--- src/rtl/mem_pkg.sv ---
// rtl/mem_pkg.sv - shared defaults and state type for the memory responder
package mem_pkg;

  localparam int unsigned ADDR_W_DEF = 5;
  localparam int unsigned DATA_W_DEF = 8;
  localparam int unsigned DEPTH_DEF  = 32;

  typedef enum logic {
    INIT = 1'b0,
    RUN  = 1'b1
  } state_e;

endpackage

--- src/rtl/mem_array.sv ---
// rtl/mem_array.sv - single write port, single registered read port storage
module mem_array #(
  parameter int unsigned ADDR_W = 5,
  parameter int unsigned DATA_W = 8,
  parameter int unsigned DEPTH  = 32
) (
  input  logic              clk_i,
  input  logic              rst_i,
  input  logic              we_i,
  input  logic [ADDR_W-1:0] waddr_i,
  input  logic [DATA_W-1:0] wdata_i,
  input  logic              re_i,
  input  logic [ADDR_W-1:0] raddr_i,
  output logic [DATA_W-1:0] rdata_o
);

  logic [DATA_W-1:0] mem_q [DEPTH];
  logic [DATA_W-1:0] rdata_q;

  // Storage write port; contents are cleared by the owner's sweep, not by reset.
  always_ff @(posedge clk_i) begin
    if (we_i) begin
      mem_q[waddr_i] <= wdata_i;
    end
  end

  // Registered read port; holds its value whenever no read is issued.
  always_ff @(posedge clk_i) begin
    if (rst_i) begin
      rdata_q <= '0;
    end else if (re_i) begin
      rdata_q <= mem_q[raddr_i];
    end
  end

  assign rdata_o = rdata_q;

endmodule

--- src/rtl/mem_responder.sv ---
// rtl/mem_responder.sv - init-sweep memory responder with read/write conflict tracking
module mem_responder
  import mem_pkg::*;
#(
  parameter int unsigned ADDR_W = ADDR_W_DEF,
  parameter int unsigned DATA_W = DATA_W_DEF,
  parameter int unsigned DEPTH  = DEPTH_DEF
) (
  input  logic              clk,
  input  logic              rst,
  input  logic              read,
  input  logic              write,
  input  logic [ADDR_W-1:0] addr,
  input  logic [DATA_W-1:0] data_in,
  output logic [DATA_W-1:0] data_out,
  output logic              ready,
  output logic              rw_err,
  output logic [3:0]        err_cnt
);

  localparam logic [ADDR_W-1:0] LAST_PTR = ADDR_W'(DEPTH - 1);

  state_e            state_q, state_d;
  logic [ADDR_W-1:0] ptr_q, ptr_d;
  logic              ready_q, ready_d;
  logic              rw_err_q, rw_err_d;
  logic [3:0]        err_cnt_q, err_cnt_d;

  logic              mem_we;
  logic              mem_re;
  logic [ADDR_W-1:0] mem_waddr;
  logic [DATA_W-1:0] mem_wdata;

  // Next-state, sweep pointer, array strobes and error bookkeeping.
  always_comb begin
    state_d   = state_q;
    ptr_d     = ptr_q;
    rw_err_d  = 1'b0;
    err_cnt_d = err_cnt_q;
    mem_we    = 1'b0;
    mem_re    = 1'b0;
    mem_waddr = addr;
    mem_wdata = data_in;
    unique case (state_q)
      INIT: begin
        mem_we    = 1'b1;
        mem_waddr = ptr_q;
        mem_wdata = '0;
        ptr_d     = ptr_q + 1'b1;
        if (ptr_q == LAST_PTR) begin
          state_d = RUN;
        end
      end
      RUN: begin
        if (read && write) begin
          rw_err_d = 1'b1;
          if (err_cnt_q != 4'hF) begin
            err_cnt_d = err_cnt_q + 4'd1;
          end
        end else if (write) begin
          mem_we = 1'b1;
        end else if (read) begin
          mem_re = 1'b1;
        end
      end
      default: state_d = INIT;
    endcase
    // Anything in flight while reset is held is dropped.
    if (rst) begin
      mem_we = 1'b0;
      mem_re = 1'b0;
    end
    ready_d = (state_d == RUN);
  end

  // Control and status registers with synchronous reset.
  always_ff @(posedge clk) begin
    if (rst) begin
      state_q   <= INIT;
      ptr_q     <= '0;
      ready_q   <= 1'b0;
      rw_err_q  <= 1'b0;
      err_cnt_q <= 4'd0;
    end else begin
      state_q   <= state_d;
      ptr_q     <= ptr_d;
      ready_q   <= ready_d;
      rw_err_q  <= rw_err_d;
      err_cnt_q <= err_cnt_d;
    end
  end

  mem_array #(
    .ADDR_W(ADDR_W),
    .DATA_W(DATA_W),
    .DEPTH (DEPTH)
  ) u_mem_array (
    .clk_i  (clk),
    .rst_i  (rst),
    .we_i   (mem_we),
    .waddr_i(mem_waddr),
    .wdata_i(mem_wdata),
    .re_i   (mem_re),
    .raddr_i(addr),
    .rdata_o(data_out)
  );

  assign ready   = ready_q;
  assign rw_err  = rw_err_q;
  assign err_cnt = err_cnt_q;

endmodule

--- config.mk ---
export PLATFORM = sky130hd
export DESIGN_NAME = mem_responder
export DESIGN_NICKNAME = d
export VERILOG_FILES = /design/src/rtl/mem_pkg.sv /design/src/rtl/mem_array.sv /design/src/rtl/mem_responder.sv
export SDC_FILE = /design/constraint.sdc
export NUM_CORES = 1
export LEC_CHECK = 0
export CAP_MARGIN = 20
export CORE_MARGIN = 1.5
export CORE_UTILIZATION = 45
export DETAILED_ROUTE_END_ITERATION = 7
export GPL_ROUTABILITY_DRIVEN = 0
export GPL_TIMING_DRIVEN = 0
export RECOVER_POWER = 50
export REMOVE_ABC_BUFFERS = 1
export SLEW_MARGIN = 20
export SYNTH_ARGS = -nofsm -noshare
export SYNTH_HDL_FRONTEND = slang
export SYNTH_HIERARCHICAL = 1
export SYNTH_SLANG_ARGS = --single-unit
--- constraint.sdc ---
create_clock -name clk -period 4.9 [get_ports clk]
set_clock_uncertainty 0.15 [all_clocks]
set_input_delay 1.47 -clock clk [delete_from_list [all_inputs] [get_ports clk]]
set_output_delay 1.47 -clock clk [all_outputs]
set_load 0.01 [all_outputs]
# == After elaboration in Yosys (flattened, before gate mapping) ==
# Memories as Yosys holds them, arrays and structs flattened. A register that Yosys moved wholly into a read port is not among the register bits.
# Cells that the tools add are included.
# op_classes
add_sub_neg,2
eq_ne,2
muxes,16
bitwise_logic,1
reduce_logical,3
# op_table
cell,n
two-way mux 1 bit,13
two-way mux 8 bit,1
adder 5 x 1 -> 5 bit (second input constant),1
equality test 5 bit (second input constant),1
two-way mux 5 bit,1
adder 4 x 1 -> 4 bit (second input constant),1
!= test 4 bit (second input constant),1
AND reduction 3 bit,1
one-hot mux 1 bit (2 select lines),1
OR reduction 2 bit,1
logical AND 1 bit,1
inverter 1 bit,1
# word_totals
reg_bits,11
ramBits,256
output_inout_bits,14
memories,1
# mem_list
name,depth,word_bits,read_ports,rd_clocked_by_memory_dff,write_ports,line_no,rtl
u_mem_array.mem_q,32,8,1,1,1,mem_array.sv:17,logic [DATA_W-1:0] mem_q [DEPTH];

# == Longest topological paths before layout ==
# Gate-level depths: netlist of run 1.
# logic_depth
word_depth,6
mapped_depth,7

# == Cells and area by module ==
# Netlist of run 1, hierarchy kept.
# by_module_without_submodules
mod,n_inst,cells_each,area_per_inst_um2,seq_area_each_um2
mem_array,1,601,10382.5,7847.5
mem_responder,1,65,616.8,220.2

# == Least setup slack after synthesis of run 1 ==
# No wires, ideal clock.
# synth_timing
path_type,input port to flip-flop
start,input rst
end,"memory u_mem_array.mem_q[0][0], enable pin"
arrival_ns,2.854
t_required_ns,4.380
path_slack_ns,1.525
path_stages,5
path_buffers,2
path_cell_list,buf_2 -> a21oi_1 -> or3b_2 -> clkbuf_1 -> nor2_1
# synth_via
elab_chain_len,3
# synth_rtl
item,line_no,rtl
"start, declared",mem_responder.sv:10,"input logic rst,"
two-way mux 1 bit,mem_responder.sv:69,if (rst) begin
via mem_we,mem_responder.sv:29,logic mem_we;
two-way mux 1 bit,mem_array.sv:22,if (we_i) begin
two-way mux 1 bit (not written as such),mem_array.sv:23,mem_q[waddr_i] <= wdata_i;
"end, declared",mem_array.sv:17,
# The timed path passes the listed nets, and every way through them passes these cells.

# == Final worst setup path of run 1 ==
# layout_timing
start,input rst
end,"memory u_mem_array.mem_q[8][7], enable pin"
# Same word-level chain as after synthesis.

==> results.txt, run 1 <==
The flow ran to the end, but the final reports show violations. The checks that failed: capacitance limit, slew limit. The net count of the finished layout is 712. The switching part of the total is 19.3%. The placeable core region is 24,200 um2. The path category of the worst min-delay check is flop to flop. After synthesis the netlist holds a flip-flop and latch count of 275. The clock tree buffer depth is 3. The tree built by TritonCTS fans out to 275 sinks.

The area growth from synthesis to final layout is 13.5%. The number of hold buffers added after CTS was 0. The fill cell instance count of the final layout is 1,932. In this run the horizontal extent of the chip is 159 um. The routed layout has 5,666 vias. After clock tree synthesis, the clock-pin slew on the worst setup and hold paths is 0.06 ns. The highest ir drop seen on vdd is 0.151 mV. The antenna violation net count after detailed routing came out at 0.

The floorplan step set the die height to 159 um. Based on the critical path, the design can be clocked at up to 0.241 GHz. The number of buffers inserted by port buffering is 30. Dividing the synthesized area by the synthesized cell count gives 16.5 um2.

The total grt overflow is 0. The post-synthesis cell type count came out at 35. The initial antenna violation count came to 0. The data arrival time of the worst path is 4.12 ns. The global-route wire length before repair is 34.6 mm. The Yosys warning count is 6.

Across the whole layout, storage elements account for 8070 um2. The proportion of power drawn by the clock network came out at 41.7%. The final hold violation count is 0. STA classifies the critical path endpoint as a flop.

In the final routed layout, each cell accounts on average for 21.9 um. The peak fanout along the critical path is 22. Clock latency on the worst-skew pair, taken at its later pin, is 0.52 ns. The aggregate negative setup slack is 0 ns. The measured slew at the worst slew-check pin is 1.88 ns.

The net switching power is 0.000911 W. The total die area is 25,400 um2. The power density normalized to cell area is 377 nW/um2. Setup repair after global routing left no endpoint under its margin. Headroom to the max-slew limit came out at -25.6%. The cell area after synthesis came out at 11,000 um2. Combinational logic burns 4.2% of the power.

The number of inserted diodes is 0. After the first detailed-routing iteration, the DRC count stood at 498. The routed design has 22.7 mm of wire. The sequential cell area fraction in the yosys report came out at 73.3%. The internal power of the cells totals 0.00380 W.

TritonCTS built the clock tree. CTS placed an instance of clkbuf_16 at the clock tree root. Global routing used 18.0% of the available tracks across all layers. The worst hold slack came out at 0.345 ns. The post-CTS setup repair buffer count came out at 0. After detailed routing, the number of vias per cell comes to 5.47. Summed over all cells, the static leakage comes to 4.17 nW. The minimum period implied by the final worst setup slack came out at 4.14 ns.

The number of instances in the synthesized netlist came out at 666. Per report_power, the sequential group accounts for 54.2% of the total. The number of global-route vias before repair is 5,871. The depth of the CTS H-tree came out at 1. The final HPWL from detailed placement is 14.4 mm. The site row count came out at 57. The iteration count of the initial detailed-routing pass came out at 4.

STA classifies the critical path startpoint as a primary input. The total count of max-transition violations in the final report came out at 231. The total CTS buffers came out at 27. The remaining routing DRC violations is 0.

For the worst setup path, the data required time is 4.88 ns. The number of gates resized after CTS was 0. Cells with a size suffix above 1 make up 8.15% of the layout. The share of the core filled with cells in the final layout came out at 51.7%. After layout, the worst path uses 84.5% of the clock period. The startpoint-to-endpoint class of the critical path is primary input to flop. The number of placed I/O pins came out at 31.

The setup violation total in the final timing report is 0. The area taken by multi-input logic gates is 2730 um2. The initial core utilization is 45.5%. The number of max-cap violations came out at 7. The largest net degree at the start of global routing came out at 76.
==> final cells by class <==
type,count,area share (%)
Sequential cell,275,64.6
Multi-Input combinational cell,350,21.8
Clock buffer,45,6.51
Timing Repair Buffer,36,3.39
Tap cell,324,3.25
Clock inverter,4,0.371
Inverter,2,0.0601
==> power groups by stage <==
stage | Sequential (W) | Combinational [W] | Clock [W]
2_1_floorplan | 0.00260 | 0.0000993 | 0
3_5_place_dp | 0.00260 | 0.000197 | 0
4_1_cts | 0.00255 | 0.000198 | 0.00201
3_3_place_gp | 0.00260 | 0.000224 | 0
5_1_grt | 0.00255 | 0.000208 | 0.00210
6_report | 0.00255 | 0.000195 | 0.00196
==> through the flow <==
step	total power (W)	area (um2)	instances	worst slack, ns
final	0.00471	12500	1036	0.757
after global routing	0.00486	12500	1036	0.721
after CTS	0.00475	12500	1036	0.691
after detailed placement	0.00280	11600	987	0.158
after global placement	0.00282	11500	981	-5.06
after floorplan	0.00270	10800	627	1.48
==> cell usage after synthesis <==
| library cell | instances | share of area (%) |
|---|---|---|
| buf_2 | 2 | 0.091 |
| nand3_2 | 1 | 0.091 |
| buf_6 | 6 | 0.61 |
| or3b_2 | 3 | 0.24 |
| o41ai_1 | 2 | 0.16 |
| and3_1 | 1 | 0.057 |
| nand4b_1 | 1 | 0.080 |
| mux2_2 | 5 | 0.51 |
| or4_1 | 8 | 0.55 |
| a22oi_1 | 64 | 4.4 |
| nor2b_1 | 4 | 0.23 |
| nor3_1 | 1 | 0.045 |
| or2_2 | 1 | 0.057 |
| clkbuf_1 | 18 | 0.61 |
| edfxtp_1 | 256 | 70 |
| a21oi_1 | 33 | 1.5 |
| buf_4 | 9 | 0.61 |
| nand3_1 | 3 | 0.14 |
| nand2_1 | 5 | 0.17 |
| buf_1 | 4 | 0.14 |
| nand3b_1 | 5 | 0.34 |
| xnor2_1 | 1 | 0.080 |
| mux2i_1 | 131 | 12 |
| o311ai_1 | 2 | 0.16 |
| a31oi_4 | 1 | 0.19 |
| a211oi_1 | 8 | 0.55 |
| xor2_1 | 2 | 0.16 |
| nand2b_1 | 3 | 0.17 |
| inv_1 | 2 | 0.068 |
| dfxtp_1 | 19 | 3.5 |
| nor2_1 | 51 | 1.7 |
| and2_1 | 9 | 0.51 |
| mux2_1 | 1 | 0.10 |
| ha_1 | 3 | 0.34 |
| or3_1 | 1 | 0.057 |
==> state kept, by name, indices dropped and copies added, names as in the netlist <==
signal               count
rw_err                   1
u_mem_array/rdata_o      8
ready                    1
err_cnt                  4
ptr_q                    5
u_mem_array/mem_q      256
==> path summary, 6_finish.rpt <==
kind | startpoint | endpoint | slack [ns] | cells past startpoint
setup / recovery | rst | u_mem_array/mem_q[8][7] | 0.76 | 4
hold / removal | u_mem_array/rdata_o[6] | u_mem_array/rdata_o[6] | 0.34 | 2
setup reg to reg | ready | u_mem_array/mem_q[8][7] | 1.70 | 3
hold reg to reg | u_mem_array/rdata_o[6] | u_mem_array/rdata_o[6] | 0.34 | 2
==> cells by family after synthesis <==
kind of cell | count (synthesis) | share of synthesized area, %
DFF | 275 | 73.3
muxes | 137 | 12.5
AOI/OAI and AO/OA | 110 | 6.93
and+or+nand+nor | 97 | 4.47
buffers and inverters | 41 | 2.14
xor gates and xnor gates | 3 | 0.239
adders and majority gates | 3 | 0.341
==> per-layer routing <==
layer	routed length, um	vias up	global-route usage, %	share of wire, %
met1	10100	2849	24.5	45
li1	-	2671	-	-
met2	11300	120	30.5	50
met5	0	-	0	0
met3	922	26	2.32	4.1
met4	434	0	5.15	1.9
==> placed cells by master (no fill, tap or decap), drive strengths merged, types with 8 or more instances in the layout <==
cell type      count
or4                8
a21oi             33
dfxtp             19
edfxtp           256
nor2              51
a22oi             64
mux2i            131
clkdlybuf4s50     15
a211oi             8
dlygate4sd3       14
clkbuf            46
and2               9
==> worst max-delay path, stage by stage <==
cell and delay, ns:
dlygate4sd3_1 0.88, a21oi_1 0.40, or3b_2 0.63, nor2_1 0.72
(Power assumes the default switching activity.)
==> run 2, diff against run 1 <==
==> constraint.sdc (replaced) <==
create_clock -name clk -period 3.45 [get_ports clk]
set_clock_uncertainty 0.15 [all_clocks]
set_input_delay 1.035 -clock clk [delete_from_list [all_inputs] [get_ports clk]]
set_output_delay 1.035 -clock clk [all_outputs]
set_load 0.01 [all_outputs]
==> results.txt, run 2 (same netlist as run 1, synthesis figures left out) <==
The clock transition at the registers of the reported paths came out at 0.06 ns (about the same). The path class of the tightest hold or removal check is flop to flop. The final setup slack of the worst path is -0.0298 ns (-0.787 ns).

The clock latency at the later pin of the worst-skew pair came out at 0.52 ns (about the same). The total die area was 25,400 um2 (unchanged). The number of global-route vias before repair came to 5,874 (+0.051%). The final hold violation count is 0 (unchanged). The final period utilization is 101%. TritonCTS built the clock tree. The measured slew at the worst slew-check pin came out at 0.940 ns (-0.944 ns).

The number of standard cells in the layout, taps in and fillers out came out at 1,036 (unchanged). The required time of the critical path came to 3.44 ns (-1.44 ns). The setup violation total in the final timing report is 16 (+16).

The count of nets after finishing came out at 712 (unchanged). The element type at the critical path start is a primary input. The ratio of cells with drive above 1 in the final layout is 11.9% (+3.8 points). The global routing's busiest layer is met2. The checks that failed: setup timing. The setup slack of the most critical reg-to-reg path is 0.32 ns (-1.38 ns).

The total CTS buffers came to 27 (unchanged). The clock tree buffer depth is 3 (unchanged). The area of placed instances came out at 11,600 um2 (unchanged).

The flip-flop count of the largest register after layout came out at 256 (unchanged). Setup repair after global routing could not meet its margin everywhere. The number of max-cap violations is 0 (-7). The leading cell type in the layout, fill and taps excluded is edfxtp_1. The total grt overflow is 0 (unchanged).

The number of vias per cell came out at 5.48 (+0.16%). The top register by number of flip-flops is u_mem_array/mem_q. The wire length reported by the detailed router is 22.8 mm (+0.42%). The worst setup path is captured at a flop.

The critical path in this run is classified as primary input to flop. The length in cells of the worst reg-to-reg path came out at 3 (unchanged). The number of inserted diodes is 0 (unchanged). The iteration count of the initial detailed-routing pass is 4 (unchanged). The post-placement setup slack came to -0.857 ns (-1.02 ns). The total count of max-transition violations in the final report was 0 (-100%). The fill cell instance count of the final layout is 1,923 (-0.47%).

The area growth from synthesis to final layout is 14.2%. The post-CTS setup repair buffer count is 0 (unchanged). The global-route wire length before repair was 34.6 mm (+0.12%). The path with the worst hold slack has its endpoint at u_mem_array/rdata_o[6]. The number of placed I/O pins came to 31 (unchanged). The area taken by multi-input logic gates is 2790 um2 (+2.4%). The met2 capacity usage during global routing came out at 30.5% (unchanged). The detailed-route via count was 5,675 (+0.16%).

The remaining routing DRC violations was 0 (unchanged). The maximum clock rate is 0.287 GHz. The static leakage is 4.16 nW (about the same). The antenna violation net count after detailed routing is 0 (unchanged). The fraction of met1 tracks used by global routing is 24.5% (unchanged). The placed instance count is 987 (unchanged).

In this run the clock root is driven by a clkbuf_16. The initial core utilization is 45.5% (unchanged). The sequential standard cell area came to 8070 um2 (unchanged). The final HPWL from detailed placement was 14.4 mm (unchanged).

The end of the worst register-to-register path is u_mem_array/mem_q[22][2]. The highest ir drop seen on vdd came out at 0.214 mV (+42%). The die outline width came out at 159 um (unchanged). The global-route usage over all layers came out at 18.0% (about the same). The data arrival time of the worst path came out at 3.47 ns (-0.65 ns).

The peak fanout along the critical path came out at 75 (+240%). The power density normalized to cell area is 533 nW/um2 (+41%). The flow ran to the end, but the final reports show violations. The final instance area came out at 12,600 um2 (+0.61%). The TritonCTS sink count came out at 275 (unchanged). The worst hold path startpoint is u_mem_array/rdata_o[6]. The number of hold buffers added after cts came out at 0 (unchanged). The origin of the critical flop-to-flop path is ready.

The met3 usage in global routing is 2.32% (unchanged). The DRC violation total after the first TritonRoute iteration came out at 427 (-14%). The mean routed wirelength per cell was 22.0 um (+0.42%). The placeable core region is 24,200 um2 (unchanged). The library cells used most frequently in the layout, excluding fill and tap cells, are 256 x edfxtp_1, 131 x mux2i_1, 64 x a22oi_1.

The worst slew margin relative to its limit was 37.3% (+63 points). The power consumption is 0.00669 W (+42%). The largest net degree at the start of global routing is 76 (unchanged). The minimum period implied by the final worst setup slack is 3.48 ns. The initial antenna violation count is 0 (unchanged). The y dimension of the die came out at 159 um (unchanged).

The worst hold path stage count is 2 (unchanged). The site row count was 57 (unchanged). The number of buffers inserted by port buffering is 30 (unchanged). The depth of the CTS H-tree came out at 1 (unchanged).
==> run 2: stage by stage <==
| step | utilization, % | hold slack [ns] | TNS, ns |
|---|---|---|---|
| detailed placement | 48.1 | 0.334 | -184.80 |
| global placement | 47.5 | 0.332 | -1578.30 |
| global route | 52.0 | 0.380 | -6.57 |
| finish | 52.0 | 0.348 | -0.256 |
| floorplan | - | 0.339 | 0 |
| CTS | 51.9 | 0.348 | 0 |
==> run 2: repair_timing <==
action                                 4_1_cts  5_1_grt
setup endpoints to repair                  256       80
gates resized for setup                     18        4
endpoints found under the hold margin        0        0
==> run 2: how the worst max path moves through the flow <==
stage / start / endpoint
final: addr[0] / u_mem_array/mem_q[11][0]
after global routing: addr[0] / u_mem_array/mem_q[11][3]
after CTS: addr[0] / u_mem_array/mem_q[3][6]
after detailed placement: rst / u_mem_array/mem_q[8][4]
after global placement: addr[0] / u_mem_array/mem_q[0][1]
after floorplan: addr[2] / u_mem_array/rdata_o[6]
==> run 2: power by group <==
| part | total, W | internal, W | switching [W] |
|---|---|---|---|
| combinational | 0.000284 | 0.000113 | 0.000171 |
| sequential | 0.00362 | 0.00362 | 0.00000786 |
| clock | 0.00279 | 0.00167 | 0.00112 |
| total | 0.00669 | 0.00540 | 0.00130 |
==> run 2: worst max-delay path, stage by stage <==
cell     delay, ns
buf_8         0.41
buf_16        0.42
mux2_2        0.29
nand3_1       0.44
nor2_1        0.77
==> run 2: final cells by class <==
cell class / count / area share (%)
Clock inverter: 4 / 0.368
Tap cell: 324 / 3.23
Multi-Input combinational cell: 350 / 22.2
Timing Repair Buffer: 36 / 3.45
Inverter: 2 / 0.0597
Clock buffer: 45 / 6.47
Sequential cell: 275 / 64.2
==> run 2: layer usage <==
layer,share of wire (%),wire [um],vias up
li1,-,-,2670
met1,44,10000,2853
met2,50,11300,128
met3,4.7,1080,24
met4,1.8,403,0
met5,0,0,-
==> run 3, diff against run 2 <==
--- a/config.mk
+++ b/config.mk
@@ -18,3 +18,4 @@
 export SYNTH_HDL_FRONTEND = slang
 export SYNTH_HIERARCHICAL = 1
 export SYNTH_SLANG_ARGS = --single-unit
+export TNS_END_PERCENT = 100
==> results of run 3 <==
The final DEF is identical to that of run 2; final timing and power are the same.
